--- config.mk ---
export PLATFORM = sky130hd
export DESIGN_NAME = alu_share_arb
export DESIGN_NICKNAME = d
export VERILOG_FILES = /design/src/rtl/alu_pkg.sv /design/src/rtl/alu.sv /design/src/rtl/alu_share_arb_rr_pick.sv /design/src/rtl/alu_share_arb.sv
export SDC_FILE = /design/constraint.sdc
export NUM_CORES = 1
export LEC_CHECK = 0
export CAP_MARGIN = 20
export CORE_MARGIN = 1
export CORE_UTILIZATION = 45
export DETAILED_ROUTE_END_ITERATION = 10
export PLACE_DENSITY = 0.77
export SLEW_MARGIN = 0
export SYNTH_ARGS = -nofsm -noshare
export SYNTH_HDL_FRONTEND = slang
export SYNTH_SLANG_ARGS = --single-unit
--- constraint.sdc ---
create_clock -name clk -period 2.7 [get_ports clk]
set_clock_uncertainty 0.15 [all_clocks]
set_input_delay 0.54 -clock clk [delete_from_list [all_inputs] [get_ports clk]]
set_output_delay 0.54 -clock clk [all_outputs]
set_load 0.005 [all_outputs]
--- src/rtl/alu_pkg.sv ---
// Shared definitions for the shared-ALU arbiter: opcode encodings, opcode width and
// the two-state arbiter encoding.
package alu_pkg;

    localparam int OP_W = 3;

    localparam logic [OP_W-1:0] OP_ADD = 3'd0;
    localparam logic [OP_W-1:0] OP_SUB = 3'd1;
    localparam logic [OP_W-1:0] OP_AND = 3'd2;
    localparam logic [OP_W-1:0] OP_OR  = 3'd3;
    localparam logic [OP_W-1:0] OP_XOR = 3'd4;

    typedef enum logic {
        ST_IDLE  = 1'b0,
        ST_GRANT = 1'b1
    } arb_state_e;

endpackage

--- src/rtl/alu.sv ---
// Combinational WIDTH-bit ALU; results wrap modulo 2^WIDTH and undefined opcodes give zero.
module alu
    import alu_pkg::*;
#(
    parameter int WIDTH = 7
) (
    input  logic [WIDTH-1:0] a_i,
    input  logic [WIDTH-1:0] b_i,
    input  logic [OP_W-1:0]  op_i,
    output logic [WIDTH-1:0] y_o,
    output logic             z_o
);

    // Operation select
    always_comb begin
        y_o = '0;
        case (op_i)
            OP_ADD:  y_o = a_i + b_i;
            OP_SUB:  y_o = a_i - b_i;
            OP_AND:  y_o = a_i & b_i;
            OP_OR:   y_o = a_i | b_i;
            OP_XOR:  y_o = a_i ^ b_i;
            default: y_o = '0;
        endcase
    end

    assign z_o = (y_o == '0);

endmodule

--- src/rtl/alu_share_arb_rr_pick.sv ---
// Combinational round-robin winner: first asserted request at or after ptr_i, wrapping.
module rr_pick #(
    parameter int NREQ = 2
) (
    input  logic [NREQ-1:0] req_i,
    input  logic [1:0]      ptr_i,
    output logic            valid_o,
    output logic [1:0]      win_o
);

    // Scan distances from the pointer so the nearest requester wins
    always_comb begin
        valid_o = 1'b0;
        win_o   = 2'd0;
        for (int k = 0; k < NREQ; k++) begin
            for (int j = 0; j < NREQ; j++) begin
                if (!valid_o && req_i[j] && (j == (int'(ptr_i) + k) % NREQ)) begin
                    valid_o = 1'b1;
                    win_o   = 2'(j);
                end
            end
        end
    end

endmodule

--- src/rtl/alu_share_arb.sv ---
// Round-robin sequencer sharing one ALU between NREQ requesters.
// Optional ALU_ARB_STATS_EN adds per-requester saturating grant counters (gnt_count).
module alu_share_arb
    import alu_pkg::*;
#(
    parameter int WIDTH = 7,
    parameter int NREQ  = 2
) (
    input  logic                   clk,
    input  logic                   rst,
    input  logic [NREQ-1:0]        req,
    input  logic [NREQ*WIDTH-1:0]  a_in,
    input  logic [NREQ*WIDTH-1:0]  b_in,
    input  logic [NREQ*OP_W-1:0]   op_in,
    output logic [NREQ-1:0]        gnt,
    output logic                   rsp_valid,
    output logic [1:0]             rsp_id,
    output logic [WIDTH-1:0]       rsp_y,
    output logic                   rsp_z
`ifdef ALU_ARB_STATS_EN
    ,
    output logic [NREQ*16-1:0]     gnt_count
`endif
);

    arb_state_e       state_q, state_d;
    logic [1:0]       ptr_q, ptr_d;
    logic [1:0]       win_q, win_d;
    logic [WIDTH-1:0] a_q, a_d, b_q, b_d;
    logic [OP_W-1:0]  op_q, op_d;
    logic [NREQ-1:0]  gnt_q, gnt_d;
    logic             rsp_valid_q, rsp_valid_d;
    logic [1:0]       rsp_id_q, rsp_id_d;
    logic [WIDTH-1:0] rsp_y_q, rsp_y_d;
    logic             rsp_z_q, rsp_z_d;

    logic             pick_valid;
    logic [1:0]       pick_win;
    logic [WIDTH-1:0] alu_y;
    logic             alu_z;

    rr_pick #(.NREQ(NREQ)) u_rr_pick (
        .req_i   (req),
        .ptr_i   (ptr_q),
        .valid_o (pick_valid),
        .win_o   (pick_win)
    );

    alu #(.WIDTH(WIDTH)) u_alu (
        .a_i  (a_q),
        .b_i  (b_q),
        .op_i (op_q),
        .y_o  (alu_y),
        .z_o  (alu_z)
    );

    // Next-state: IDLE latches the winner's operation, GRANT publishes the ALU result
    always_comb begin
        state_d     = state_q;
        ptr_d       = ptr_q;
        win_d       = win_q;
        a_d         = a_q;
        b_d         = b_q;
        op_d        = op_q;
        gnt_d       = '0;
        rsp_valid_d = 1'b0;
        rsp_id_d    = rsp_id_q;
        rsp_y_d     = rsp_y_q;
        rsp_z_d     = rsp_z_q;
        case (state_q)
            ST_IDLE: begin
                if (pick_valid) begin
                    win_d   = pick_win;
                    a_d     = a_in[int'(pick_win)*WIDTH +: WIDTH];
                    b_d     = b_in[int'(pick_win)*WIDTH +: WIDTH];
                    op_d    = op_in[int'(pick_win)*OP_W +: OP_W];
                    gnt_d   = {{(NREQ-1){1'b0}}, 1'b1} << pick_win;
                    ptr_d   = (pick_win == 2'(NREQ-1)) ? 2'd0 : pick_win + 2'd1;
                    state_d = ST_GRANT;
                end else begin
                    state_d = ST_IDLE;
                end
            end
            ST_GRANT: begin
                rsp_y_d     = alu_y;
                rsp_z_d     = alu_z;
                rsp_id_d    = win_q;
                rsp_valid_d = 1'b1;
                state_d     = ST_IDLE;
            end
            default: state_d = ST_IDLE;
        endcase
    end

    // State and output registers; reset drops any in-flight operation
    always_ff @(posedge clk or posedge rst) begin
        if (rst) begin
            state_q     <= ST_IDLE;
            ptr_q       <= 2'd0;
            win_q       <= 2'd0;
            a_q         <= '0;
            b_q         <= '0;
            op_q        <= '0;
            gnt_q       <= '0;
            rsp_valid_q <= 1'b0;
            rsp_id_q    <= 2'd0;
            rsp_y_q     <= '0;
            rsp_z_q     <= 1'b0;
        end else begin
            state_q     <= state_d;
            ptr_q       <= ptr_d;
            win_q       <= win_d;
            a_q         <= a_d;
            b_q         <= b_d;
            op_q        <= op_d;
            gnt_q       <= gnt_d;
            rsp_valid_q <= rsp_valid_d;
            rsp_id_q    <= rsp_id_d;
            rsp_y_q     <= rsp_y_d;
            rsp_z_q     <= rsp_z_d;
        end
    end

    assign gnt       = gnt_q;
    assign rsp_valid = rsp_valid_q;
    assign rsp_id    = rsp_id_q;
    assign rsp_y     = rsp_y_q;
    assign rsp_z     = rsp_z_q;

`ifdef ALU_ARB_STATS_EN
    logic [NREQ-1:0][15:0] cnt_q;

    // Grant counters saturate so a long run never wraps to a misleadingly small count
    always_ff @(posedge clk or posedge rst) begin
        if (rst) begin
            cnt_q <= '0;
        end else begin
            for (int i = 0; i < NREQ; i++) begin
                if (gnt_q[i] && (cnt_q[i] != 16'hFFFF)) begin
                    cnt_q[i] <= cnt_q[i] + 16'd1;
                end
            end
        end
    end

    assign gnt_count = cnt_q;
`endif

endmodule

-- Word level (Yosys, flattened, before mapping)
Cells that the tools add are included.
Widths: inputs -> output; s select.
- flip-flop bits (word level): 34
- input port bits: 38
- output and inout bits: 13
- word-level logic and storage cells: 61
- bitwise logic cells: 5
- reductions and logical operators: 15
- shifts and indexed selects: 4
- $mul: 2
- add/subtract/negate cells: 4
- eq/ne operators: 6
- multiplexer cells: 14
- operator list (operator ; number):
    $logic_not 32->1 ; 2
    $pmux 7 s5 ; 1
    $shiftx 14x32->7 ; 1
    $shiftx 14x6->7 ; 1
    $mux 1 ; 10
    $add 7x7->7 ; 1
    $and 7x7->7 ; 1
    $logic_and 1x1->1 ; 7
    $logic_not 7->1 ; 1
    $or 7x7->7 ; 1
    $sub 7x7->7 ; 1
    $xor 7x7->7 ; 1
    $eq 3x2->1 const B ; 2
    $shiftx 6x5->3 ; 1
    $mul 2x3->5 const B ; 1
    $mul 2x2->4 const B ; 1
    $mux 2 ; 2
    $eq 3x1->1 const B ; 1
    $eq 3x3->1 const B ; 1
    $logic_not 1->1 ; 3
    $logic_not 3->1 ; 1
    $add 1x1->1 const B ; 2
    $eq 2x1->1 const B ; 1
    $eq 2x2->1 const A ; 1
    5 further kinds ; 5

-- Longest topological paths before layout
- depth in word-level cells: 18
- depth in mapped cells: 12
- gate-level depth less buffers: 12

-- Cells and area by module
Synthesis repeated with hierarchy kept, for this count alone.
- cells, all modules: 211
- area, all modules: 2342.2 um^2
- modules (own cells, without submodules) (module ; instances ; cells each ; area each (um^2)):
    alu_share_arb ; 1 ; 98 ; 1490.2
    alu ; 1 ; 108 ; 823.3
    rr_pick ; 1 ; 5 ; 28.8

-- Least setup slack after synthesis
No wires, ideal clock.
- kind: reg-to-reg
- from: register op_q[2]
- to: register rsp_z_q (netlist: rsp_z)
- cell stages (with the launch flop): 10
- data required time: 2.428 ns
- slack: -0.049 ns
- setup time: 0.122 ns
- clock period less this slack: 2.749 ns
- data arrival time: 2.477 ns
- buffers on the path: 0
- cells stage by stage: dfrtp_1 -> nor3b_2 -> mux2_2 -> fa_1 -> xnor2_1 -> a21oi_1 -> o221a_1 -> and3_1 -> and3_1 -> a32o_1
- word-level cells in the longest chain between the ends: 3
- elaborated cells on any way between the ends: 7
- classes of those cells: eq/ne (4); mux (1); reduce/logical (2)
- RTL lines (element ; RTL line ; source):
    start: declaration ; alu_share_arb.sv:30 ; logic [OP_W-1:0] op_q, op_d;
    start signal: assignment ; alu_share_arb.sv:115 ; op_q <= op_d;
    $eq 3x3->1 (tied with other cells) ; alu.sv:17 ; case (op_i)
    $pmux 7 s5 * ; alu.sv:17 ;
    $logic_not 7->1 * ; alu.sv:27 ; assign z_o = (y_o == '0);
    end signal: assignment ; alu_share_arb.sv:120 ; rsp_z_q <= rsp_z_d;
    end: declaration ; alu_share_arb.sv:35 ; logic rsp_z_q, rsp_z_d;
Mark *: on every way between the ends. The rest lies on a longest branch, timed or not.
A chain may end at the register's enable or synchronous reset.

-- Final worst setup path
- from: register op_q[1]
- to: register rsp_z_q (netlist: rsp_z)
The elaborated chain is that of the path after synthesis.

==> results_dict.tcl <==
set metrics [dict create \
    end_kind "flop" \
    worst-r2r-setup-slack_ns -0.03 \
    cp-start-kind "flop" \
    worst-path-buf-inv 1 \
    die_area_sq_um 4920 \
    violations "setup timing" \
    status "finished, violations left" \
    post-route-min-period_ns 2.729 \
    ir_worst_vdd_mv 0.3657 \
    crit_arrival_ns 2.75 \
    yosysSeqAreaShare_pct 38.32 \
    worst_path_largest_cell_delay_ns 0.43 \
    hold_ws_ns 0.3253 \
    clockRootBuffer "clkbuf_8" \
    setup_tns_ns -0.02880 \
    synth_nets 281 \
    avgSynthCellArea_sq_um 9.455 \
    netlist_area_sq_um 2090 \
    dieHeight_um 70.14 \
    clkSlewWorstSetupHoldPaths_ns 0.07 \
    cp_slowest_cell "dfrtp_2" \
    worstSetupPathType "reg -> reg" \
    whs_path_depth 1 \
    p_leak_nw 1.317 \
    async_reset_ff_share_pct 100.0 \
    cts_made_buffers 5 \
    cts_tree "built" \
    postCtsHoldBufs 0 \
    syn2layout_area_growth_pct 40.30 \
    min_to "win_q[0]" \
    antenna_found_initial 0 \
    drc 0 \
    final_cell_mix "49 x clkdlybuf4s50_1, 31 x dfrtp_1, 20 x a21oi_1" \
    grt_usage_pct 22.32 \
    hold_start "win_q[0]" \
    slew_headroom_pct 62.22 \
    io-pin-count 51 \
    vias 1875 \
    clk_latency_ns 0.29 \
    layout_commonest_cell "clkdlybuf4s50_1" \
    wire_per_inst_um 15.39 \
    globalplace.congestion 0.8508 \
    critPathTopFamily "simple AND/OR/NAND/NOR gates" \
    r2r_start "op_q[1]" \
    drv_slew 0 \
    worstPathCellList "nor3b_4, buf_6, nor2_1, xnor2_1, ha_1, nand2_1, o21ai_1, a21oi_2, nor4bb_1, a311oi_2, a32o_1" \
    min_path_type "reg -> reg" \
    drive_gt1_share_pct 17.01 \
    required_ns 2.73 \
    portBuffers 49 \
    crit_fanout 4 \
    ys_seq_elements 32 \
    firstDrtPassIters 4 \
    grt.overflow.total 0 \
    finalSetupViolations 1 \
    antenna_left 0 \
    clock.fmax_ghz 0.3665 \
    num_rows 24 \
    yosys_warnings 0 \
    drt_wl_total_mm 5.233 \
    setup_ws_ns -0.02880 \
    antenna_cells 0 \
    synthTopCellsByArea "dfrtp_1 38%, ha_1 13%, a21oi_1 5.7%" \
    clockBufferDepth 2 \
    die_w_um 70.14 \
    rsz0062_at_grt "true" \
    core_area_sq_um 4414 \
    dr.first_iter.drc_count 156 \
    finalHoldViolations 0 \
    synthDistinctLibCells 43 \
    grt_pass1_vias 1815 \
    synth_area_leader_cell "dfrtp_1" \
    fillers 372 \
    r2r-end "rsp_z" \
    cap_violations 0 \
    period_share_pct 101.1 \
    initial_core_util_pct 47.34 \
    tightest_slew_ns 0.5646 \
    grt_max_degree 33 \
    r2r_cells 11 \
    syn_inst 221 \
    p_total_mw 2.494 \
    synth_ff_type "dfrtp_1" \
    h-tree-depth 2 \
    cts.sinks 32 \
    vias_per_cell 5.515 \
    grt_pass1_wl_mm 8.542 \
    synth.top_cell.area_share_pct 38.32 \
    power_density_nw_per_um2 850.7 \
    synth_edf_count 0 \
    dp.final_hpwl_mm 3.572 \
    nets 347 \
]
## state kept, by name (all words and copies together), names as in the netlist
register   cells
op_q           3
gnt            2
rsp_valid      1
rsp_id         1
win_q          1
ptr_q          1
a_q            7
rsp_z          1
b_q            7
rsp_y          7
state_q        1
## synth_stat cells (3+ instances only)
library cell  count
nor2b_1           5
xnor2_1           7
nand2_1           6
ha_1             21
inv_1            21
a22oi_1           5
dfrtp_1          32
mux2i_1           6
buf_2             3
a21oi_1          24
o21ai_0          18
nor2_1           14
clkbuf_1          5
o22ai_1           4
a31oi_1           3
nor3b_1          13
## worst max-delay path by stage
stage	end	slack [ns]	depth (start not counted)	start
after floorplan	rsp_z	0.005	9	op_q[2]
after global placement	rsp_z	0.06	10	b_q[1]
after detailed placement	rsp_z	-0.04	10	b_q[1]
after CTS	rsp_z	0.002	11	op_q[2]
after global routing	rsp_z	-0.13	12	op_q[1]
final	rsp_z	-0.03	11	op_q[1]
## logic make-up (layout without fill, tap and decap cells)
logic type	Yosys count	in the layout	share of synthesized area, %
AOI/OAI and AO/OA	68	68	19.52
and+or+nand+nor	50	50	14.43
DFF	32	32	38.32
buffers and inverters	31	98	6.288
adders and majority gates	22	22	13.53
xor gates and xnor gates	9	9	3.773
muxes	8	8	3.952
other	1	1	0.1795
## what timing repair did
action,in CTS,in global routing
buffers inserted,4,2
pin swaps,6,8
gates resized for setup,9,11
hold endpoints to repair,0,0
endpoints found under the setup margin,2,3
## worst reg2reg max path: stages, from the launching register on
cell      delay [ns]
dfrtp_2         0.43
nor3b_4         0.25
buf_6           0.15
nor2_1          0.05
xnor2_1         0.12
ha_1            0.35
nand2_1         0.08
o21ai_1         0.24
a21oi_2         0.11
nor4bb_1        0.34
a311oi_2        0.10
a32o_1          0.26
## power breakdown
part	switching [mW]	total, mW	internal, mW
registers	0.0996	0.714	0.615
logic	0.666	1.37	0.708
clock network	0.173	0.406	0.232
## area by class of cell
class / count / area (sq um) / share of cell area [%]
well taps: 52 / 65.06 / 2.219
clock buffers: 8 / 100.1 / 3.414
inverters: 21 / 78.83 / 2.689
repair buffers: 69 / 644.4 / 21.98
flip-flops and latches: 32 / 802.0 / 27.36
multi-input cells: 158 / 1241 / 42.34
## routing by layer
metal / vias to the layer above / track usage [%] / share of wire, %
li1: 909 / - / -
met1: 906 / 29.10 / 43
met2: 56 / 35.47 / 51
met3: 4 / 4.473 / 4.6
met4: 0 / 10.67 / 0.71
met5: - / 0 / 0
## stage by stage
step | instances | area [sq um] | setup slack (ns) | util (%)
after floorplan | 221 | 2097 | 0.005147 | -
after global placement | 326 | 2705 | 0.06322 | 61.28
after global routing | 340 | 2932 | -0.1327 | 66.41
after detailed placement | 326 | 2705 | -0.03683 | 61.28
final | 340 | 2932 | -0.02880 | 66.41
after CTS | 338 | 2872 | 0.001784 | 65.05
(Power assumes the default switching activity.)
